===== src/rtl/sti_dac_multibank.sv =====
// Serial-transmit and data-arrangement controller: serialises parallel words as byte-aligned frames,
// repacks the stream into bytes and writes them checkerboard-interleaved across odd/even memory pairs.
module sti_dac_multibank #(
    parameter int DATA_W    = 16,
    parameter int MAX_BYTES = 4,
    parameter int ADDR_W    = 5,
    parameter int NUM_BANKS = 4,
    parameter int ROW_BYTES = 8,
    localparam int LEN_W    = (MAX_BYTES > 1) ? $clog2(MAX_BYTES) : 1
) (
    input  logic                   clk,
    input  logic                   reset,
    input  logic                   load,
    input  logic [DATA_W-1:0]      pi_data,
    input  logic [LEN_W-1:0]       pi_length,
    input  logic                   pi_fill,
    input  logic                   pi_msb,
    input  logic                   pi_low,
    input  logic                   pi_end,
    output logic                   busy,
    output logic                   so_data,
    output logic                   so_valid,
    output logic [7:0]             oem_dataout,
    output logic [ADDR_W-1:0]      oem_addr,
    output logic [2*NUM_BANKS-1:0] oem_wr,
    output logic                   oem_finish,
    output logic                   overflow
);

    localparam int FRAME_W = 8 * MAX_BYTES;
    localparam int CNT_W   = $clog2(FRAME_W + 1);
    localparam int TOTAL   = NUM_BANKS * (2 ** (ADDR_W + 1));
    localparam int B_W     = $clog2(TOTAL + 1);
    localparam int WR_W    = 2 * NUM_BANKS;

    typedef enum logic [1:0] {
        S_IDLE  = 2'd0,
        S_SHIFT = 2'd1,
        S_PAD   = 2'd2,
        S_DONE  = 2'd3
    } state_t;

    state_t              state_q;
    logic [FRAME_W-1:0]  frame_q;
    logic                msb_q;
    logic [CNT_W-1:0]    len_q;
    logic [CNT_W-1:0]    bit_cnt_q;
    logic [7:0]          byte_q;
    logic                wr_pend_q;
    logic [B_W-1:0]      b_q;
    logic                busy_q;
    logic                so_data_q;
    logic                so_valid_q;
    logic [7:0]          oem_dataout_q;
    logic [ADDR_W-1:0]   oem_addr_q;
    logic [WR_W-1:0]     oem_wr_q;
    logic                finish_q;
    logic                overflow_q;

    logic [CNT_W-1:0]    len_bits_d;
    logic [FRAME_W-1:0]  data_ext_d;
    logic [FRAME_W-1:0]  frame_val_d;
    logic [FRAME_W-1:0]  frame_d;
    logic                ser_bit_d;
    logic                row_odd_d;
    logic                sel_even_d;
    logic [B_W-1:0]      wr_idx_d;
    logic [WR_W-1:0]     strb_d;
    logic [ADDR_W-1:0]   addr_d;
    logic                room_d;

    // Frame construction from the current inputs; right-aligned value, then left-aligned for MSB-first
    always_comb begin
        len_bits_d  = (CNT_W'(pi_length) + CNT_W'(1)) << 3;
        data_ext_d  = FRAME_W'(pi_data);
        frame_val_d = '0;
        if (len_bits_d >= CNT_W'(DATA_W)) begin
            if (pi_fill) begin
                frame_val_d = data_ext_d << (len_bits_d - CNT_W'(DATA_W));
            end else begin
                frame_val_d = data_ext_d;
            end
        end else begin
            if (pi_low) begin
                frame_val_d = data_ext_d >> (CNT_W'(DATA_W) - len_bits_d);
            end else begin
                frame_val_d = data_ext_d & ~({FRAME_W{1'b1}} << len_bits_d);
            end
        end
        if (pi_msb) begin
            frame_d = frame_val_d << (CNT_W'(FRAME_W) - len_bits_d);
        end else begin
            frame_d = frame_val_d;
        end
    end

    // Byte-index to memory mapping; odd/even target swaps on every row
    always_comb begin
        ser_bit_d  = msb_q ? frame_q[FRAME_W-1] : frame_q[0];
        row_odd_d  = ((b_q / B_W'(ROW_BYTES)) & B_W'(1)) != B_W'(0);
        sel_even_d = b_q[0] ^ row_odd_d;
        wr_idx_d   = ((b_q >> (ADDR_W + 1)) << 1) | B_W'(sel_even_d);
        strb_d     = WR_W'(1) << wr_idx_d;
        addr_d     = ADDR_W'(b_q >> 1);
        room_d     = (b_q != B_W'(TOTAL));
    end

    // Control FSM, serialiser, byte assembly and memory write port
    always_ff @(posedge clk or posedge reset) begin
        if (reset) begin
            state_q       <= S_IDLE;
            frame_q       <= '0;
            msb_q         <= 1'b0;
            len_q         <= '0;
            bit_cnt_q     <= '0;
            byte_q        <= 8'h00;
            wr_pend_q     <= 1'b0;
            b_q           <= '0;
            busy_q        <= 1'b0;
            so_data_q     <= 1'b0;
            so_valid_q    <= 1'b0;
            oem_dataout_q <= 8'h00;
            oem_addr_q    <= '0;
            oem_wr_q      <= '0;
            finish_q      <= 1'b0;
            overflow_q    <= 1'b0;
        end else begin
            oem_wr_q  <= '0;
            wr_pend_q <= 1'b0;
            // A completed byte is written one cycle after its last bit, or dropped once memory is full
            if (wr_pend_q) begin
                if (room_d) begin
                    oem_wr_q      <= strb_d;
                    oem_addr_q    <= addr_d;
                    oem_dataout_q <= byte_q;
                    b_q           <= b_q + B_W'(1);
                end else begin
                    overflow_q <= 1'b1;
                end
            end
            case (state_q)
                S_IDLE: begin
                    so_valid_q <= 1'b0;
                    so_data_q  <= 1'b0;
                    if (load) begin
                        frame_q   <= frame_d;
                        msb_q     <= pi_msb;
                        len_q     <= len_bits_d;
                        bit_cnt_q <= '0;
                        busy_q    <= 1'b1;
                        state_q   <= S_SHIFT;
                    end else if (pi_end) begin
                        busy_q <= 1'b1;
                        if (room_d) begin
                            state_q <= S_PAD;
                        end else begin
                            finish_q <= 1'b1;
                            state_q  <= S_DONE;
                        end
                    end else begin
                        state_q <= S_IDLE;
                    end
                end
                S_SHIFT: begin
                    if (bit_cnt_q != len_q) begin
                        so_data_q  <= ser_bit_d;
                        so_valid_q <= 1'b1;
                        byte_q     <= {byte_q[6:0], ser_bit_d};
                        frame_q    <= msb_q ? (frame_q << 1) : (frame_q >> 1);
                        bit_cnt_q  <= bit_cnt_q + CNT_W'(1);
                        wr_pend_q  <= (bit_cnt_q[2:0] == 3'd7);
                    end else begin
                        so_data_q  <= 1'b0;
                        so_valid_q <= 1'b0;
                        busy_q     <= 1'b0;
                        state_q    <= S_IDLE;
                    end
                end
                S_PAD: begin
                    if (room_d) begin
                        oem_wr_q      <= strb_d;
                        oem_addr_q    <= addr_d;
                        oem_dataout_q <= 8'h00;
                        b_q           <= b_q + B_W'(1);
                    end else begin
                        finish_q <= 1'b1;
                        state_q  <= S_DONE;
                    end
                end
                S_DONE: begin
                    state_q <= S_DONE;
                end
                default: begin
                    state_q <= S_IDLE;
                end
            endcase
        end
    end

    assign busy        = busy_q;
    assign so_data     = so_data_q;
    assign so_valid    = so_valid_q;
    assign oem_dataout = oem_dataout_q;
    assign oem_addr    = oem_addr_q;
    assign oem_wr      = oem_wr_q;
    assign oem_finish  = finish_q;
    assign overflow    = overflow_q;

endmodule


===== config.mk =====
export PLATFORM = sky130hd
export DESIGN_NAME = sti_dac_multibank
export DESIGN_NICKNAME = d
export VERILOG_FILES = /design/src/rtl/sti_dac_multibank.sv
export SDC_FILE = /design/constraint.sdc
export NUM_CORES = 1
export LEC_CHECK = 0
export CAP_MARGIN = 20
export CORE_MARGIN = 2
export CORE_UTILIZATION = 51
export DETAILED_ROUTE_END_ITERATION = 10
export DONT_BUFFER_PORTS = 1
export PLACE_DENSITY = 0.66
export SYNTH_ARGS = -nofsm -noshare
export SYNTH_HDL_FRONTEND = slang
export SYNTH_SLANG_ARGS = --single-unit

===== constraint.sdc =====
create_clock -name clk -period 3.53 [get_ports clk]
set_clock_uncertainty 0.2 [all_clocks]
set_input_delay 0.706 -clock clk [delete_from_list [all_inputs] [get_ports clk]]
set_output_delay 0.706 -clock clk [all_outputs]
set_load 0.02 [all_outputs]

==> Word-level counts from Yosys, hierarchy flattened <==
Cells that the tools add are included.
W data, S select, Z words.
{ "classes": {"order_cmp": 1, "n_mux": 48, "reduce_logical": 10, "n_shift": 5, "add_sub_neg": 6, "bitwise_logic": 5, "eq_ne": 13} }
{ "ops": {"columns": ["cell", "count"], "rows": [
  ["$mux W32", 7],
  ["$mux W8", 8],
  ["$pmux W32 S2", 1],
  ["$mux W9", 4],
  ["$and A16 B32 Y32", 1],
  ["$not A32 Y32", 1],
  ["$shl A16 B6 Y32", 1],
  ["$shl A32 B6 Y32", 1],
  ["$shl A32 B6 Y32 const A", 1],
  ["$shr A16 B6 Y32", 1],
  ["$mux W5", 4],
  ["$mux W1", 12],
  ["$mux W6", 2],
  ["$ne A2 B2 Y1 const B", 6],
  ["$pmux W6 S2", 1],
  ["$add A9 B1 Y9 const B", 1],
  ["$ne A9 B9 Y1 const B", 1],
  ["$reduce_and A3 Y1", 3],
  ["$mux W2", 4],
  ["$pmux W1 S2", 4],
  ["$pmux W2 S4", 1],
  ["$reduce_and A2 Y1", 4],
  ["$shl A1 B4 Y8 const A", 1],
  ["$add A6 B1 Y6 const B", 1],
  ["15 further kinds", 17]
]} }
{ "totals": {"ff_bits": 88, "output_inout_bits": 26, "input_bits": 25} }

==> Logic depth before layout (Yosys ltp) <==
{ "logic_depth": {"depth_word": 10, "mapped_depth": 10} }

==> Worst setup path after synthesis <==
No wires, ideal clock.
{ "synth_path": {"path_kind": "input-to-reg", "start": "input pi_length[0]", "end": "register frame_q[31]", "t_arrival_ns": 2.559, "required_ns": 3.226, "cell_stages": 8, "path_buffers": 3, "path_slack_ns": 0.667, "cell_sequence": "buf_2 > inv_1 > ha_1 > buf_2 > buf_2 > nor3_1 > a221oi_1 > a221oi_1"} }
{ "synth_via": {"elab_chain_cells": 10} }
{ "synth_rtl": {"columns": ["item", "line_no", "text"], "rows": [
  ["start, declared", "15", "input logic [LEN_W-1:0] pi_length,"],
  ["$add A2 B1 Y3 *", "74", "len_bits_d = (CNT_W'(pi_length) + CNT_W'(1)) << 3;"],
  ["net len_bits_d[3]", "60", "logic [CNT_W-1:0] len_bits_d;"],
  ["parallel branches: the longest is 6 deep, another holds $sub A5 B6 Y6", null, null],
  ["$mux W32 *", "90", "if (pi_msb) begin"],
  ["$mux W32 *", "145", "if (load) begin"],
  ["$pmux W32 S2 *", "141", "case (state_q)"],
  ["end signal, assigned", "146", "frame_q <= frame_d;"],
  ["end signal, assigned", "169", "frame_q <= msb_q ? (frame_q << 1) : (frame_q >> 1);"],
  ["end, declared", "44", "logic [FRAME_W-1:0] frame_q;"]
]} }
Mark *: on every way through the listed nets, which the timed path passes. The select of a mux whose other input is x is not followed.
A chain may end at the register's enable or synchronous reset.

==> Worst setup path after layout <==
{ "layout_path": {"start": "register state_q[0]", "end": "register frame_q[14]"} }
{ "layout_via": {"elab_chain_cells": 3} }
{ "layout_rtl": {"columns": ["item", "line_no", "text"], "rows": [
  ["start, declared", "43", "state_t state_q;"],
  ["start signal, assigned", "111", "state_q <= S_IDLE;"],
  ["start signal, assigned", "151", "state_q <= S_SHIFT;"],
  ["start signal, assigned", "155", "state_q <= S_PAD;"],
  ["$eq A2 B1 Y1 / $logic_not A2 Y1 (equally long branches)", "141", null],
  ["$ne A2 B2 Y1 (no line) / $reduce_bool A2 Y1 (equally long branches)", null, null],
  ["$reduce_and A3 Y1 (no line)", null, null]
]} }
Several ways; a longest one is shown, not always the timed one.

==> results_dict.tcl <==
set metrics [dict create \
    achievable-frequency_mhz 369 \
    layout.nets 625 \
    cts_resized 0 \
    layout_min_cycle_time_ns 2.71 \
    antenna_found_initial 0 \
    power.leakage_nw 2.42 \
    detailedPlacementHpwl_mm 11.6 \
    grt_use_total_pct 27.8 \
    number_of_nets_with_antenna_violations_after_routing 0 \
    sequential_cell_area_um2 2200 \
    floorplan.io_pins 51 \
    post_synthesis_xor_xnor_area_fraction_pct 3.07 \
    drc 0 \
    port-buffer-count 0 \
    count_of_flip_flops_with_a_built_in_enable_after_synthesis 0 \
    max-cap-violations 0 \
    finalWirelength_mm 15.4 \
    ys_warn_count 0 \
    clk_transition_reported_paths_ns 0.09 \
    synth-seq-cells 88 \
    hold_violations 0 \
    synth-adder-area-share_pct 2.31 \
    syn_area_um2 5410 \
    reg2reg_depth 5 \
    clock_network_power_share_pct 18.2 \
    timing.hold.worst.class "in -> async" \
    crit_path_max_fanout 18 \
    power-per-cell-area_nw_per_um2 609 \
    power_share_of_the_sequential_group_pct 49.8 \
    synth_area_in_compound_gates_pct 22.4 \
    register_to_register_setup_slack_ns 0.82 \
    timing_worst_slew_pin_value_ns 0.811 \
    finalSetupViolations 0 \
    ctsRootBufferMaster "sky130_fd_sc_hd__clkbuf_8" \
    drt_iter0_drc 370 \
    mostFrequentLayoutCells "sky130_fd_sc_hd__dfrtp_1, sky130_fd_sc_hd__nand2_1, sky130_fd_sc_hd__nor2_1" \
    rsz_0062_raised_after_global_routing "false" \
    synth_top_family_by_area "compound AO/OA/AOI/OAI gates" \
    floorplan.rows 37 \
    cts_max_path_buffers 2 \
    crit_start "state_q[0]" \
    slew_headroom_pct 45.9 \
    timing.critical_path.required_ns 3.53 \
    cts.htree.levels 3 \
    die-width_um 107 \
    setup-tns-final_ns 0 \
    tritoncts_buffers 9 \
    yosysTopAreaCell "sky130_fd_sc_hd__dfrtp_1" \
    crit-reg2reg-launch "state_q[0]" \
    net_switching_component_of_the_power_mw 1.35 \
    met3_wirelength_mm 1.33 \
    synthToLayoutAreaGrowth_pct 6.66 \
    p_comb_share_pct 32.0 \
    timing.critical_path.slowest_stage_cell "sky130_fd_sc_hd__a2111oi_0" \
    outcome "complete, no violations" \
    switching_share_pct 38.4 \
    vias_in_the_first_global_route 4589 \
    die_height_um 107 \
    routed_wire_length_per_instance_um 21.1 \
    vias_per_cell 6.33 \
    dieArea_um2 11500 \
    worstPathArrival_ns 2.71 \
    insertion_delay_to_the_later_sink_of_the_worst_skew_pair_ns 0.36 \
    peakVddDrop_mv 0.293 \
    dr.pass1.iters 5 \
    ys_async_sr_fraction_pct 100 \
    cts_post_setup_buffers_inserted 0 \
    cp-start-kind "register" \
    seq_area_frac_synth_pct 40.7 \
    power.internal_mw 2.17 \
    reg2reg_to "frame_q[14]" \
    ctsHoldBuffers 0 \
    tritoncts_num_sinks 88 \
    floorplan.initialDensity_pct 52.4 \
    synthesis.nets 627 \
    critPathCaptureType "register" \
    synthDominantCellAreaShare_pct 40.7 \
    post-route-worst-setup-slack_ns 0.821 \
    netlist-cell-type-count 67 \
    grt_pass1_wl_mm 24.7 \
    syn_inst 592 \
    routed-wl-met2_mm 7.09 \
    route.top_layer_used "met4" \
    layout.cells.most_common "sky130_fd_sc_hd__dfrtp_1" \
    timing_max_transition_violations_final 0 \
    crit_path_cell_trace "nor2_1 -> or2_2 -> or2_1 -> a2111oi_0 -> a311oi_1" \
    m1WireLength_mm 6.70 \
    multi_input_comb_area_um2 2950 \
    fillers 935 \
    timing.critical_path.to "frame_q[14]" \
    cts_tree "built" \
    grt_max_degree 51 \
    n_antenna_cell 0 \
    final.period_utilization_pct 76.7 \
    critical_path_class "reg -> reg" \
    grt_remaining_overflow 0 \
    crit_path_max_incr_delay_ns 0.76 \
    drive_gt1_share_pct 10.9 \
    core_area_um2 10300 \
    gp_routability_congestion 0.985 \
    ys.flop_type "sky130_fd_sc_hd__dfrtp_1" \
    post_place_setup_slack_ns 0.516 \
    synthMuxAreaShare_pct 7.30 \
    vias 4627 \
    synth-simple-area-share_pct 19.4 \
    synth.top_cells.by_area "sky130_fd_sc_hd__dfrtp_1, sky130_fd_sc_hd__nand2_1, sky130_fd_sc_hd__mux2i_1, sky130_fd_sc_hd__nor2_1, sky130_fd_sc_hd__o21ai_0" \
    synthesized_area_divided_by_synthesized_cell_count_um2 9.14 \
]
-- cells in the mapped netlist, types with 11 or more instances --
library cell               instances
sky130_fd_sc_hd__dfrtp_1          88
sky130_fd_sc_hd__nand3_1          14
sky130_fd_sc_hd__o21ai_0          33
sky130_fd_sc_hd__xnor2_1          13
sky130_fd_sc_hd__a22o_1           12
sky130_fd_sc_hd__nor2_1           50
sky130_fd_sc_hd__clkbuf_1         22
sky130_fd_sc_hd__nor3_1           18
sky130_fd_sc_hd__nand2_1          70
sky130_fd_sc_hd__mux2i_1          26
sky130_fd_sc_hd__a21oi_1          23
sky130_fd_sc_hd__nor2b_1          17
sky130_fd_sc_hd__mux2_2           11
sky130_fd_sc_hd__inv_1            15
sky130_fd_sc_hd__buf_2            14
sky130_fd_sc_hd__a221oi_1         18
-- critical path, delay by kind of cell (launching register included) --
kind               cells  cell delay (ns)
AOI/OAI and AO/OA      2             0.84
DFF                    1             0.57
and+or+nand+nor        3             0.93
-- power by group through the flow --
stage | Combinational, mW | Sequential, mW | Clock, mW
6_report | 1.13 | 1.75 | 0.639
5_1_grt | 1.25 | 1.80 | 0.699
4_1_cts | 1.12 | 1.75 | 0.657
3_5_place_dp | 1.12 | 1.77 | 0
3_3_place_gp | 1.10 | 1.76 | 0
2_1_floorplan | 1.03 | 1.59 | 0
-- kinds of logic (layout without fill, tap and decap cells) --
group	Yosys count	count (layout)
DFF	88	88
muxes	38	38
and+or+nand+nor	214	214
buffers and inverters	55	58
adders and majority gates	10	10
AOI/OAI and AO/OA	168	168
xor gates and xnor gates	19	19
-- stage by stage --
| step | power, mW | util (%) | hold WS [ns] | cell area (um^2) | cells |
|---|---|---|---|---|---|
| after CTS | 3.53 | 55.9 | 0.134 | 5770 | 731 |
| after global placement | 2.86 | 54.2 | 0.263 | 5600 | 715 |
| final | 3.52 | 55.9 | 0.121 | 5770 | 731 |
| after detailed placement | 2.89 | 54.2 | 0.283 | 5600 | 715 |
| after floorplan | 2.62 | - | 0.246 | 5410 | 592 |
| after global routing | 3.76 | 55.9 | 0.159 | 5770 | 731 |
-- registers in the layout, indices dropped and copies added (netlist names) --
| signal | flops |
|---|---|
| overflow | 1 |
| oem_wr | 8 |
| state_q | 2 |
| so_data | 1 |
| b_q | 9 |
| oem_finish | 1 |
| wr_pend_q | 1 |
| len_q | 3 |
| busy | 1 |
| msb_q | 1 |
| byte_q | 8 |
| oem_dataout | 8 |
| so_valid | 1 |
| bit_cnt_q | 6 |
| oem_addr | 5 |
| frame_q | 32 |
-- per-layer routing --
layer  vias up  GRT usage (%)
li1       2182              -
met1      2235           37.5
met2       192           43.7
met3        18           7.17
met4         0           8.53
met5         -              0
-- worst min-delay path by stage --
stage                     slack [ns]     endpoint       from  cells after the start
after floorplan                 0.25    byte_q[7]  byte_q[7]                      2
after detailed placement        0.28    byte_q[7]  byte_q[7]                      2
final                           0.12  frame_q[19]      reset                      1
after global placement          0.26    byte_q[7]  byte_q[7]                      2
after CTS                       0.13   frame_q[6]      reset                      1
after global routing            0.16   frame_q[9]      reset                      1
-- area by class of cell --
cell class / count / share of cell area (%)
clock buffers: 10 / 2.38
clock inverters: 6 / 0.694
inverters: 15 / 0.997
multi-input cells: 449 / 51.1
flip-flops and latches: 88 / 38.1
well taps: 136 / 2.95
repair buffers: 27 / 3.73
Note: power is estimated with default switching activity, not from simulation.
